--- config.mk ---
export PLATFORM = sky130hd
export DESIGN_NAME = polar_encoder_flat
export DESIGN_NICKNAME = d
export VERILOG_FILES = /design/src/rtl/polar_encoder_pkg.sv /design/src/rtl/polar_encoder_if.sv /design/src/rtl/polar_enc_stage.sv /design/src/rtl/polar_encoder.sv /design/src/flat_wrapper.sv
export SDC_FILE = /design/constraint.sdc
export NUM_CORES = 1
export LEC_CHECK = 0
export ABC_AREA = 1
export CAP_MARGIN = 15
export CORE_MARGIN = 1.5
export CORE_UTILIZATION = 56
export DETAILED_ROUTE_END_ITERATION = 16
export PLACE_DENSITY = 0.85
export SYNTH_ARGS = -nofsm -noshare
export SYNTH_HDL_FRONTEND = slang
export SYNTH_HIERARCHICAL = 1
export SYNTH_SLANG_ARGS = --single-unit
--- constraint.sdc ---
create_clock -name clk -period 2.4 [get_ports clk]
set_input_delay 0.48 -clock clk [delete_from_list [all_inputs] [get_ports clk]]
set_output_delay 0.48 -clock clk [all_outputs]
set_load 0.005 [all_outputs]
--- src/rtl/polar_encoder_pkg.sv ---
// polar_encoder_pkg: shared code parameters, FSM state encoding and frozen-mask helpers
// Holds the default N/K/log2(N)/frozen-set definitions used by both the encoder and the decoder.
// mask_rank() and mask_popcount() are evaluated at elaboration to wire the info-bit mapping.
package polar_encoder_pkg;

   localparam int BIT_N = 16;
   localparam int BIT_K = 8;
   localparam int BIT_LOG2N = 4;
   localparam logic [BIT_N-1:0] BIT_FROZEN_MASK = 16'hFE80;
   localparam int MAX_N = 256;

   typedef enum logic [1:0] {
      IDLE = 2'd0,
      ENC  = 2'd1,
      DONE = 2'd2
   } enc_state_t;

   // number of set mask bits strictly below idx = info-bit index that lands on u[idx]
   function automatic int mask_rank(input logic [MAX_N-1:0] mask, input int idx);
      int r;
      r = 0;
      for (int b = 0; b < idx; b++) r += int'(mask[b]);
      return r;
   endfunction

   function automatic int mask_popcount(input logic [MAX_N-1:0] mask);
      return mask_rank(mask, MAX_N);
   endfunction

endpackage

--- src/rtl/polar_encoder_if.sv ---
// polar_encoder_if: frame-in / codeword-out valid/ready bundle of the polar encoder
// Signals: in_valid/in_ready/info_bits (frame input), out_valid/out_ready/codeword (codeword output).
// Modports: master = traffic source and sink around the encoder, slave = the encoder itself.
interface polar_encoder_if
   import polar_encoder_pkg::*;
#(
   parameter int N = BIT_N,
   parameter int K = BIT_K
);

   logic         in_valid;
   logic         in_ready;
   logic [K-1:0] info_bits;
   logic         out_valid;
   logic         out_ready;
   logic [N-1:0] codeword;

   modport master (
      output in_valid, info_bits, out_ready,
      input  in_ready, out_valid, codeword
   );

   modport slave (
      input  in_valid, info_bits, out_ready,
      output in_ready, out_valid, codeword
   );

endinterface

--- src/rtl/polar_enc_stage.sv ---
// polar_enc_stage: one combinational butterfly layer of the polar transform u * F^(xLOG2N)
// Ports: i_u (current vector), i_stage (layer index s), o_u_next (vector after layer s).
// Layer s: for every j with bit s clear, u[j] ^= u[j + 2^s]; the partner bit passes through.
module polar_enc_stage #(
   parameter int N = 16,
   parameter int LOG2N = 4
) (
   input  logic [N-1:0]     i_u,
   input  logic [LOG2N-1:0] i_stage,
   output logic [N-1:0]     o_u_next
);

   // every possible layer is built in parallel and the active one is selected;
   // indices s >= LOG2N only exist so the select covers the whole i_stage range
   logic [N-1:0] w_layer [2**LOG2N];

   for (genvar s = 0; s < 2**LOG2N; s++) begin : g_layer
      for (genvar j = 0; j < N; j++) begin : g_bit
         if (s < LOG2N && ((j >> s) & 1) == 0) begin : g_xor
            assign w_layer[s][j] = i_u[j] ^ i_u[j + 2**s];
         end else begin : g_pass
            assign w_layer[s][j] = i_u[j];
         end
      end
   end

   assign o_u_next = w_layer[i_stage];

endmodule

--- src/rtl/polar_encoder.sv ---
// polar_encoder: non-systematic polar encoder, x = u * F^(xLOG2N), F = [1 0; 1 1], natural order
// Ports: clk (rising edge), rst (async, active high),
//        bus (slave): in_valid/in_ready/info_bits accept a K-bit frame,
//                     out_valid/out_ready/codeword deliver the N-bit codeword.
// Info bits are placed on the set bits of FROZEN_MASK (others 0), then LOG2N butterfly
// layers run one per clock before the codeword is presented.
module polar_encoder
   import polar_encoder_pkg::*;
#(
   parameter int N = BIT_N,
   parameter int K = BIT_K,
   parameter int LOG2N = BIT_LOG2N,
   parameter logic [N-1:0] FROZEN_MASK = N'(BIT_FROZEN_MASK)
) (
   input logic           clk,
   input logic           rst,
   polar_encoder_if.slave bus
);

   localparam logic [LOG2N-1:0] LAST_STAGE = LOG2N'(LOG2N - 1);
   localparam logic [MAX_N-1:0] MASK_EXT = MAX_N'(FROZEN_MASK);

   enc_state_t       r_state;
   enc_state_t       w_state_nxt;
   logic [N-1:0]     r_u;
   logic [N-1:0]     w_map;
   logic [N-1:0]     w_u_next;
   logic [LOG2N-1:0] r_cnt;
   logic             w_load;
   logic             w_step;
   logic             w_in_ready;

   if (mask_popcount(MASK_EXT) != K) begin : g_mask_chk
      $error("polar_encoder: FROZEN_MASK popcount %0d differs from K %0d",
             mask_popcount(MASK_EXT), K);
   end

   if (N != 2**LOG2N) begin : g_len_chk
      $error("polar_encoder: N %0d is not 2**LOG2N", N);
   end

   // constant wiring: info bit R lands on the R-th set bit of the mask
   for (genvar i = 0; i < N; i++) begin : g_map
      localparam int R = mask_rank(MASK_EXT, i);
      if (FROZEN_MASK[i] && R < K) begin : g_info
         assign w_map[i] = bus.info_bits[R];
      end else begin : g_frozen
         assign w_map[i] = 1'b0;
      end
   end

   polar_enc_stage #(
      .N(N),
      .LOG2N(LOG2N)
   ) u_stage (
      .i_u     (r_u),
      .i_stage (r_cnt),
      .o_u_next(w_u_next)
   );

   always_ff @(posedge clk or posedge rst) begin
      if (rst) r_state <= IDLE;
      else     r_state <= w_state_nxt;
   end

   always_comb begin
      w_state_nxt = r_state;
      w_load      = 1'b0;
      w_step      = 1'b0;
      w_in_ready  = 1'b0;
      unique case (r_state)
         IDLE: begin
            w_in_ready = 1'b1;
            if (bus.in_valid) begin
               w_load      = 1'b1;
               w_state_nxt = ENC;
            end
         end
         ENC: begin
            w_step      = 1'b1;
            w_state_nxt = (r_cnt == LAST_STAGE) ? DONE : ENC;
         end
         DONE: begin
            // ready passes through so a new frame can load on the edge the codeword leaves
            w_in_ready = bus.out_ready;
            if (bus.out_ready) begin
               w_load      = bus.in_valid;
               w_state_nxt = bus.in_valid ? ENC : IDLE;
            end
         end
         default: w_state_nxt = IDLE;
      endcase
   end

   always_ff @(posedge clk or posedge rst) begin
      if (rst) begin
         r_u   <= '0;
         r_cnt <= '0;
      end else if (w_load) begin
         r_u   <= w_map;
         r_cnt <= '0;
      end else if (w_step) begin
         r_u   <= w_u_next;
         r_cnt <= r_cnt + 1'b1;
      end
   end

   assign bus.in_ready  = w_in_ready & ~rst;
   assign bus.out_valid = (r_state == DONE);
   assign bus.codeword  = r_u;

endmodule

--- src/flat_wrapper.sv ---
// flat-port wrapper written by rule: the top's interface ports become plain ports
module polar_encoder_flat import polar_encoder_pkg::*;
#(
   parameter int N = BIT_N,
   parameter int K = BIT_K,
   parameter int LOG2N = BIT_LOG2N,
   parameter logic [N-1:0] FROZEN_MASK = N'(BIT_FROZEN_MASK)
)
  (clk, rst, bus_in_valid, bus_info_bits, bus_out_ready, bus_in_ready, bus_out_valid, bus_codeword);
  polar_encoder_if #(.N(N), .K(K)) bus_i ();
  input logic clk;
  input logic rst;
  input wire logic [$bits(bus_i.in_valid)-1:0] bus_in_valid;
  input wire logic [$bits(bus_i.info_bits)-1:0] bus_info_bits;
  input wire logic [$bits(bus_i.out_ready)-1:0] bus_out_ready;
  output wire logic [$bits(bus_i.in_ready)-1:0] bus_in_ready;
  output wire logic [$bits(bus_i.out_valid)-1:0] bus_out_valid;
  output wire logic [$bits(bus_i.codeword)-1:0] bus_codeword;
  assign bus_i.in_valid = bus_in_valid;
  assign bus_i.info_bits = bus_info_bits;
  assign bus_i.out_ready = bus_out_ready;
  assign bus_in_ready = bus_i.in_ready;
  assign bus_out_valid = bus_i.out_valid;
  assign bus_codeword = bus_i.codeword;
  polar_encoder #(.N(N), .K(K), .LOG2N(LOG2N), .FROZEN_MASK(FROZEN_MASK)) u_core (.clk(clk), .rst(rst), .bus(bus_i));
endmodule
# ---- Word-level counts from Yosys, hierarchy flattened
# Index checks and enable logic that the tools add are counted.
dict set report op_classes {
  mux 17
  n_eq_ne 5
  n_bitwise 35
  add_sub_neg 1
  order_cmp 1
  reduce_logical 3
}
# operator count
set op_table {}
lappend op_table {{$bmux W16 S4} 1}
lappend op_table {{$mux W16} 4}
lappend op_table {{$xor A1 B1 Y1} 32}
lappend op_table {{$mux W4} 2}
lappend op_table {{$mux W2} 3}
lappend op_table {{$pmux W2 S3} 1}
lappend op_table {{$ge A5 B5 Y1 const B} 1}
lappend op_table {{$not A4 Y5} 1}
lappend op_table {{$add A4 B1 Y4 const B} 1}
lappend op_table {{$eq A4 B2 Y1 const B} 1}
lappend op_table {{$mux W1} 4}
lappend op_table {{$ne A2 B2 Y1 const B} 2}
lappend op_table {{$pmux W1 S2} 2}
lappend op_table {{$eq A2 B1 Y1 const B} 1}
lappend op_table {{$eq A2 B2 Y1 const B} 1}
lappend op_table {{$logic_not A2 Y1} 1}
lappend op_table {{$reduce_and A2 Y1} 1}
lappend op_table {{$reduce_bool A2 Y1} 1}
lappend op_table {{$and A1 B1 Y1} 1}
lappend op_table {{$not A1 Y1} 1}
dict set report word_totals {
  input_bits 12
  ff_bits 22
  output_inout_bits 18
  elab_cells 65
}

# ---- Logic depth before layout (Yosys ltp)
# Gate-level depths: netlist of the first run.
dict set report logic_depth {
  word_depth 6
  ltp_mapped 13
  ltp_nobuf 12
}

# ---- Hierarchy
# Netlist of the first run, hierarchy kept.
# mod cells_each area_per_inst_um2 seq_area_each_um2 n_inst
set by_module_without_submodules {}
lappend by_module_without_submodules {polar_encoder 139 1064.8 550.5 1}
lappend by_module_without_submodules {polar_enc_stage 104 535.5 0.0 1}

# ---- Least setup slack after synthesis of the first run
# Ideal clock, no wire load.
dict set report synth_timing {
  kind {flip-flop to flip-flop}
  start {register u_core.r_cnt[1]}
  end {register u_core.r_u[1], in the netlist u_core/bus.codeword[1]}
  period_less_slack_ns 1.265
  t_required_ns 2.287
  setup_time_ns 0.113
  path_stages_with_launch 12
  slack_ns 1.135
  n_path_buf 1
  arrival_ns 1.152
  path_cell_list {dfrtp_1 > buf_6 > nor2_2 > nand3_1 > nand2_1 > nand2_1 > nand2_1 > inv_1 > nand2_1 > nand2_1 > nand2_1 > inv_1}
}
dict set report synth_via {
  elab_chain_len 6
}
# element line_no
set synth_rtl {}
lappend synth_rtl {{from (decl)} polar_encoder.sv:28} ;# logic [LOG2N-1:0] r_cnt;
lappend synth_rtl {{from (signal assigned)} polar_encoder.sv:104} ;# r_cnt <= r_cnt + 1'b1;
lappend synth_rtl {{$not A4 Y5 (implied by the code)} polar_enc_stage.sv:27} ;# assign o_u_next = w_layer[i_stage];
lappend synth_rtl {{$bmux W16 S4} polar_enc_stage.sv:27}
lappend synth_rtl {{$mux W16 (implied by the code) (2 in series)} polar_enc_stage.sv:27}
lappend synth_rtl {{net u_core.w_u_next[1]} polar_encoder.sv:27} ;# logic [N-1:0] w_u_next;
lappend synth_rtl {{$mux W16} polar_encoder.sv:102} ;# end else if (w_step) begin
lappend synth_rtl {{$mux W16} polar_encoder.sv:99} ;# end else if (w_load) begin
lappend synth_rtl {{to (signal assigned)} polar_encoder.sv:100} ;# r_u <= w_map;
lappend synth_rtl {{to (signal assigned)} polar_encoder.sv:103} ;# r_u <= w_u_next;
lappend synth_rtl {{to (decl)} polar_encoder.sv:25} ;# logic [N-1:0] r_u;
# The timed path passes the listed nets, and every way through them passes these cells. The select of a mux whose other input is x is not followed.
# A chain may end at the register's enable or synchronous reset.

# ---- Final worst setup path of the first run
dict set report layout_timing {
  start {input bus_out_ready}
  end {output bus_in_ready}
}
dict set report layout_via {
  elab_chain_len 2
}
# element line_no
set layout_rtl {}
lappend layout_rtl {{from (decl)} flat_wrapper.sv:15} ;# input wire logic [$bits(bus_i.out_ready)-1:0] bus_out_ready;
lappend layout_rtl {{$pmux W1 S2} polar_encoder.sv:71} ;# unique case (r_state)
lappend layout_rtl {{$and A1 B1 Y1} polar_encoder.sv:108} ;# assign bus.in_ready = w_in_ready & ~rst;
lappend layout_rtl {{to (decl)} flat_wrapper.sv:16} ;# output wire logic [$bits(bus_i.in_ready)-1:0] bus_in_ready;
# Every way passes these cells.

==> summary.md, run 1 <==
| Metric | Value |
|---|---|
| Max Clock Freq | 461.2 MHz |
| Cts bufs inserted | 3 |
| Reg power frac | 30.0% |
| Cell count after synthesis | 243 |
| Cell with the most instances after synthesis | nand2_1 |
| Worst reg2reg path endpoint | u_core/bus.codeword[0] |
| Worst slew margin | 64.72% |
| Share of the synthesized area in the top cell type | 34.40% |
| Worst hold slack | 0.5229 ns |
| DR iter-0 viols | 49 |
| CTS root buffer | clkbuf_4 |
| Register area | between 500 and 600 um^2 |
| Area inside the core boundary | 2734 um^2 |
| Initial Utilization | 58.54% |
| Final core utilization | 69.20% |
| Routed WL per cell | 11.25 um |
| Total routing resource utilization after global routing | 22.58% |
| Ratio of final minimum period to clock period | 90.35% |
| Switching part of the total | roughly half |
| Max rail drop VDD | 0.0009158 V |
| Worst endpoint required time | 1.92 ns |
| Path class of the lowest-slack min-delay path | input port to asynchronous set/reset pin |
| Mapped Nets | 256 |
| Leakage power summed over all cells | roughly 1 nW |
| Number of fillers in the final layout | roughly 250 |
| Clock slew seen by the registers of the worst setup and hold paths | around 0.12 ns |
| Post-DR vias/cell | 5.087 |
| Clock tree from TritonCTS | done |
| First-pass iteration count of the detailed router | 4 |
| Final net count | roughly 280 |
| Global-route wire length before repair | around 5.8 mm |
| Pin slew with the least headroom to its limit | 0.5292 ns |
| CP Cell Sequence | clkdlybuf4s50_1 -> inv_1 -> nand2_1 -> nand2_1 -> nor2_1 -> clkdlybuf4s50_1 |
| Post-synthesis sequential area ratio | 34.40% |
| Placed standard-cell area | 1869 um^2 |
| Top flip-flop cell by instance count after synthesis | dfrtp_1 |
| Depth of the worst register-to-register path | 11 |
| Synth area leader | dfrtp_1 |
| Synth Warn # | 6 |
| Endpoint kind of the worst setup timing path | output port |
| Maximum Capacitance Violations | 0 |
| Crit path max fanout | 3 |
| Clock group share of total power | under 10% |
| Cell Int Power | 1.363 mW |
| Dominant cells by area after synthesis | dfrtp_1 (34%), nand2_1 (22%), nand3_1 (9.7%), inv_1 (7.7%), xor2_1 (3.8%) |
| Post-Synthesis Cell Area | 1600 um^2 |
| Worst reg2reg setup slack | 0.72 ns |
| Horizontal die dimension | 56.46 um |
| Number of placed I/O pins | 30 |
| Final slew viol count | 0 |
| Timing endpoint of the critical path | bus_in_ready |
| Area growth from synthesis to layout | 18.22% |
| Min Tclk post-route | 2.168 ns |
| Syn_area_per_cell | 6.586 um^2 |
| Startpoint of the most critical register-to-register path | u_core/r_cnt[0] |
| Floorplan die area | ~3200 um^2 |
| Vertical die dimension | 56.46 um |
| Number of buffers between clock root and the deepest sink | 2 |
| Worst EP arrival | between 1.5 and 2 ns |
| Routed wire length | 3.376 mm |
| Final routed DRC violation total | 0 |
| Unique masters post-synth | 23 |
| Critical path type | input port to output port |
| Slowest cell delay on critical path | 0.51 ns |
| Leftover overflow at the end of global routing | 0 |
| Total clock sinks | 22 |
| Diode count | 0 |
| Total setup violations reported at the end of the flow | 0 |
| Switching Power | 1.323 mW |
| Post-CTS Setup Repair Bufs | 0 |
| Area of all placed cells without fillers | approximately 1900 um^2 |
| Final weighted congestion in routability-driven placement | 0.8772 |
| Fraction of layout cells with a size suffix above 1 | under 10% |
| Final hold vios | 0 |
| Synthesized flop and latch total | 22 |
| Maximum level of the CTS H-tree | 1 |
| Power density normalized to cell area | 1420 nW/um^2 |
| Most common library cells after synthesis | nand2_1 (95), inv_1 (33), nand3_1 (31) |
| Startpoint type of the worst setup path | input port |
| Vias in the first global route | approximately 1,400 |
| Total number of vias | about 1,500 |
| Clock latency reported for the late side of the worst-skew pair | 0.31 ns |
| Post-CTS resize count | 0 |
| FP Rows | 19 |
| Maximum number of pins on one net before global-route repair | 23 |
| Crit path max-delay cell type | clkdlybuf4s50_1 |
| Antenna Violating Nets Remaining | 0 |
| Number of synthesized flops with an enable pin | 0 |
| Number of antenna violations at the first check in global routing | 0 |
| Area of the multi-input gates | 824.5 um^2 |
| Critical Path Source | bus_out_ready |
| IO Port Bufs | 29 |
| Placed wire-length estimate after detailed placement | 2.394 mm |
| Async set-reset flop share out of synthesis | 100.0% |
| Worst-case clock skew | 0.004530 ns |
| RSZ-0062 raised after global routing | false |
| Total negative slack | 0 ns |
| Hold buffer count at cts | 0 |
| Combinational power share | between 60% and 70% |
| Run status | completed |
## per-layer routing
| metal | wire [um] | GRT usage, % |
|---|---|---|
| met2 | 1721 | 40.03 |
| met5 | 0 | 0 |
| met1 | 1465 | 27.71 |
| met3 | 169 | 5.300 |
| met4 | 20 | 4.762 |
## metrics by stage
step	std cells	total power [mW]	worst slack [ns]
global route	300	2.958	0.1502
detailed placement	297	2.511	0.2184
global placement	297	2.475	0.2335
CTS	300	2.698	0.2155
floorplan	243	2.089	1.135
finish	300	2.686	0.2316
## sequential cells by signal, indices dropped and copies added, names as in the netlist
signal               count
u_core/r_state           2
u_core/r_cnt             4
u_core/bus.codeword     16
## worst min path at each step
stage | startpoint | endpoint | slack (ns) | cells past startpoint
final | rst | u_core/r_state[1] | 0.52 | 3
after global routing | rst | u_core/bus.codeword[11] | 0.56 | 3
after CTS | rst | u_core/r_state[1] | 0.52 | 3
after detailed placement | u_core/bus.codeword[7] | u_core/bus.codeword[7] | 0.54 | 2
after global placement | u_core/bus.codeword[7] | u_core/bus.codeword[7] | 0.53 | 2
after floorplan | rst | u_core/bus.codeword[0] | 0.47 | 1
## cells in the final DEF (no fill, tap or decap), drive strengths merged
cell type and instances:
inv 38, dfrtp 22, nand2 98, nand3b 2
ha 1, nor3b 1, a21oi 6, nand4 1
xor2 7, nand3 31, clkdlybuf4s50 29, nor2 18
buf 3, o21ai 4, o2111ai 1, xnor2 3
o22ai 1, clkbuf 3
## power groups by stage
stage	clock network [mW]	logic [mW]	registers, mW
after floorplan	0	1.35	0.742
after global placement	0	1.66	0.813
after detailed placement	0	1.70	0.811
after CTS	0.181	1.71	0.805
after global routing	0.192	1.93	0.840
final	0.172	1.71	0.807
## worst max-delay path: cells and delay by family
| kind | cells | cell delay, ns |
|---|---|---|
| buffers and inverters | 3 | 0.99 |
| and+or+nand+nor | 3 | 0.22 |
## cell families (layout without fill, tap and decap cells)
group | Yosys count | count (layout) | share of synthesized area [%]
xor gates and xnor gates | 10 | 10 | 5.473
adders and majority gates | 1 | 1 | 0.7817
and+or+nand+nor | 151 | 151 | 40.73
buffers and inverters | 47 | 73 | 14.07
AOI/OAI and AO/OA | 12 | 12 | 4.535
DFF | 22 | 22 | 34.40
## area by class of cell
class,count,area share [%]
Clock buffer,3,1.190
Inverter,38,7.540
Multi-Input combinational cell,174,43.58
Sequential cell,22,29.10
Tap cell,31,2.050
Timing Repair Buffer,32,16.53
No activity file was read; power rests on OpenSTA's default activity.
==> run 2: changes to the inputs <==
--- a/config.mk
+++ b/config.mk
@@ -7,10 +7,12 @@
 export LEC_CHECK = 0
 export ABC_AREA = 1
 export CAP_MARGIN = 15
-export CORE_MARGIN = 1.5
+export CORE_MARGIN = 3
 export CORE_UTILIZATION = 56
 export DETAILED_ROUTE_END_ITERATION = 16
+export GPL_ROUTABILITY_DRIVEN = 0
 export PLACE_DENSITY = 0.85
+export SETUP_SLACK_MARGIN = 0.2
 export SYNTH_ARGS = -nofsm -noshare
 export SYNTH_HDL_FRONTEND = slang
 export SYNTH_HIERARCHICAL = 1
==> summary.md, run 2 (synthesis results as in run 1) <==
| Metric | Value |
|---|---|
| Run status | completed |
| IO Port Bufs | 29 |
| Total clock sinks | 22 |
| Number of flip-flops under the largest register name | 16 |
| Crit path max fanout | 3 |
| Total routing resource utilization after global routing | 23.39% |
| Number of buffers between clock root and the deepest sink | 2 |
| RSZ-0062 raised after global routing | false |
| Worst EP arrival | 1.43 ns |
| Final slew viol count | 0 |
| FP Rows | 18 |
| Commonest non-fill, non-tap cells in the layout | nand2_1 (95), inv_1 (33), nand3_1 (31), clkdlybuf4s50_1 (28), dfrtp_1 (22) |
| Path class of the lowest-slack min-delay path | input port to asynchronous set/reset pin |
| Register area | 550.5 um^2 |
| Total setup violations reported at the end of the flow | 0 |
| Area growth from synthesis to layout | 18.92% |
| Number of antenna violations at the first check in global routing | 0 |
| Min Tclk post-route | 1.907 ns |
| Power, Total | 2.752 mW |
| Fraction of layout cells with a size suffix above 1 | 8.148% |
| CP Cell Sequence | clkdlybuf4s50_1 -> inv_1 -> nand2_1 -> nand2_1 -> nor2_1 -> dlygate4sd2_1 |
| Final net count | 284 |
| Slowest cell delay on critical path | 0.45 ns |
| Buffer and inverter count on the worst path | 3 |
| Pin slew with the least headroom to its limit | 0.5392 ns |
| Routed WL per cell | ~12 um |
| Endpoint kind of the worst setup timing path | output port |
| Vertical die dimension | 59.46 um |
| Leftover overflow at the end of global routing | 0 |
| Worst endpoint required time | 1.92 ns |
| Initial Utilization | 61.79% |
| Power density normalized to cell area | 1446 nW/um^2 |
| Hold buffer count at cts | 0 |
| Diode count | 0 |
| Clock slew seen by the registers of the worst setup and hold paths | approximately 0.13 ns |
| CTS root buffer | clkbuf_4 |
| Startpoint type of the worst setup path | input port |
| Max Clock Freq | 524.4 MHz |
| Placed wire-length estimate after detailed placement | 2.648 mm |
| Total negative slack | 0 ns |
| Worst-case clock skew | 0.005571 ns |
| Maximum Capacitance Violations | 0 |
| Final hold vios | 0 |
| Placed standard-cell area | roughly 1900 um^2 |
| Commonest non-fill, non-tap cell in the layout | nand2_1 |
| Area inside the core boundary | 2590 um^2 |
| Total number of vias | 1,578 |
| Clock latency reported for the late side of the worst-skew pair | between 0.3 and 0.4 ns |
| First-pass iteration count of the detailed router | 4 |
| Maximum number of pins on one net before global-route repair | 23 |
| Post-DR vias/cell | 5.260 |
| Area of the multi-input gates | 824.5 um^2 |
| Family with the most delay on the worst path | buffers and inverters |
| Place WS | 0.2061 ns |
| Clock group share of total power | 7.6% |
| Crit path max-delay cell type | clkdlybuf4s50_1 |
| Horizontal die dimension | slightly below 60 um |
| Most frequent CP cell | nand2_1 |
| Number of fillers in the final layout | 222 |
| DR iter-0 viols | 82 |
| Ratio of final minimum period to clock period | about four fifths |
| Critical path type | input port to output port |
| Maximum level of the CTS H-tree | 1 |
| Cts bufs inserted | 3 |
| Antenna Violating Nets Remaining | 0 |
| Switching part of the total | 49.35% |
| Combinational power share | between 60% and 70% |
| Vias in the first global route | 1,547 |
| Area of all placed cells without fillers | 1903 um^2 |
| Floorplan die area | 3535 um^2 |
| Switching Power | 1.358 mW |
| Global-route wire length before repair | 6.437 mm |
| Cell Int Power | 1.394 mW |
| Clock tree from TritonCTS | done |
| Final core utilization | 73.48% |
| Reg power frac | 29.6% |
| Worst slew margin | around 64% |
| Crit path setup slack, layout | around 0.49 ns |
| Leakage power summed over all cells | between 1 and 1.5 nW |
| Routed wire length | approximately 3.7 mm |
| Max rail drop VDD | 0.001077 V |
| Final routed DRC violation total | 0 |
| Number of placed I/O pins | 30 |
run 2: area by class of cell:
type,instances,area share [%]
sequential,22,28.93
clock buffer,4,1.907
inverter,38,7.495
tap,30,1.972
timing repair buffer,32,16.37
multi-input combinational,174,43.33
run 2: power groups by stage:
stage	logic, mW	registers (mW)	clock network (mW)
after CTS	1.72	0.813	0.218
final	1.73	0.816	0.209
after global routing	1.97	0.846	0.228
after global placement	1.66	0.809	0
after floorplan	1.35	0.742	0
after detailed placement	1.71	0.819	0
run 2: tightest hold or removal path: stages:
cell,delay (ns)
clkdlybuf4s50_1,0.42
inv_1,0.07
buf_4,0.28
run 2: final timing paths:
kind | from | to | slack [ns] | cells past startpoint
min | rst | u_core/bus.codeword[11] | 0.53 | 3
max in group asynchronous | rst | u_core/bus.codeword[7] | 1.65 | 3
min in group clk | u_core/bus.codeword[7] | u_core/bus.codeword[7] | 0.57 | 2
max reg2reg | u_core/r_cnt[0] | u_core/bus.codeword[1] | 0.69 | 11
min reg2reg | u_core/bus.codeword[7] | u_core/bus.codeword[7] | 0.57 | 2
max | bus_out_ready | bus_in_ready | 0.49 | 6
run 2: what timing repair did:
| action | in CTS | in global routing |
|---|---|---|
| setup endpoints to repair | 1 | 0 |
| setup buffers | 0 | 0 |
| resized for setup | 1 | 0 |
run 2: routing by layer:
metal | share of wire (%) | GRT usage, %
met5 | 0 | 0
met4 | 1.1 | 5.502
met3 | 5.6 | 5.011
met2 | 50 | 41.81
met1 | 43 | 28.32
run 2: metrics by stage:
stage / instances / hold WS [ns]
finish: 300 / 0.5333
global route: 300 / 0.5957
CTS: 300 / 0.5338
detailed placement: 296 / 0.5529
global placement: 296 / 0.5270
floorplan: 243 / 0.4692
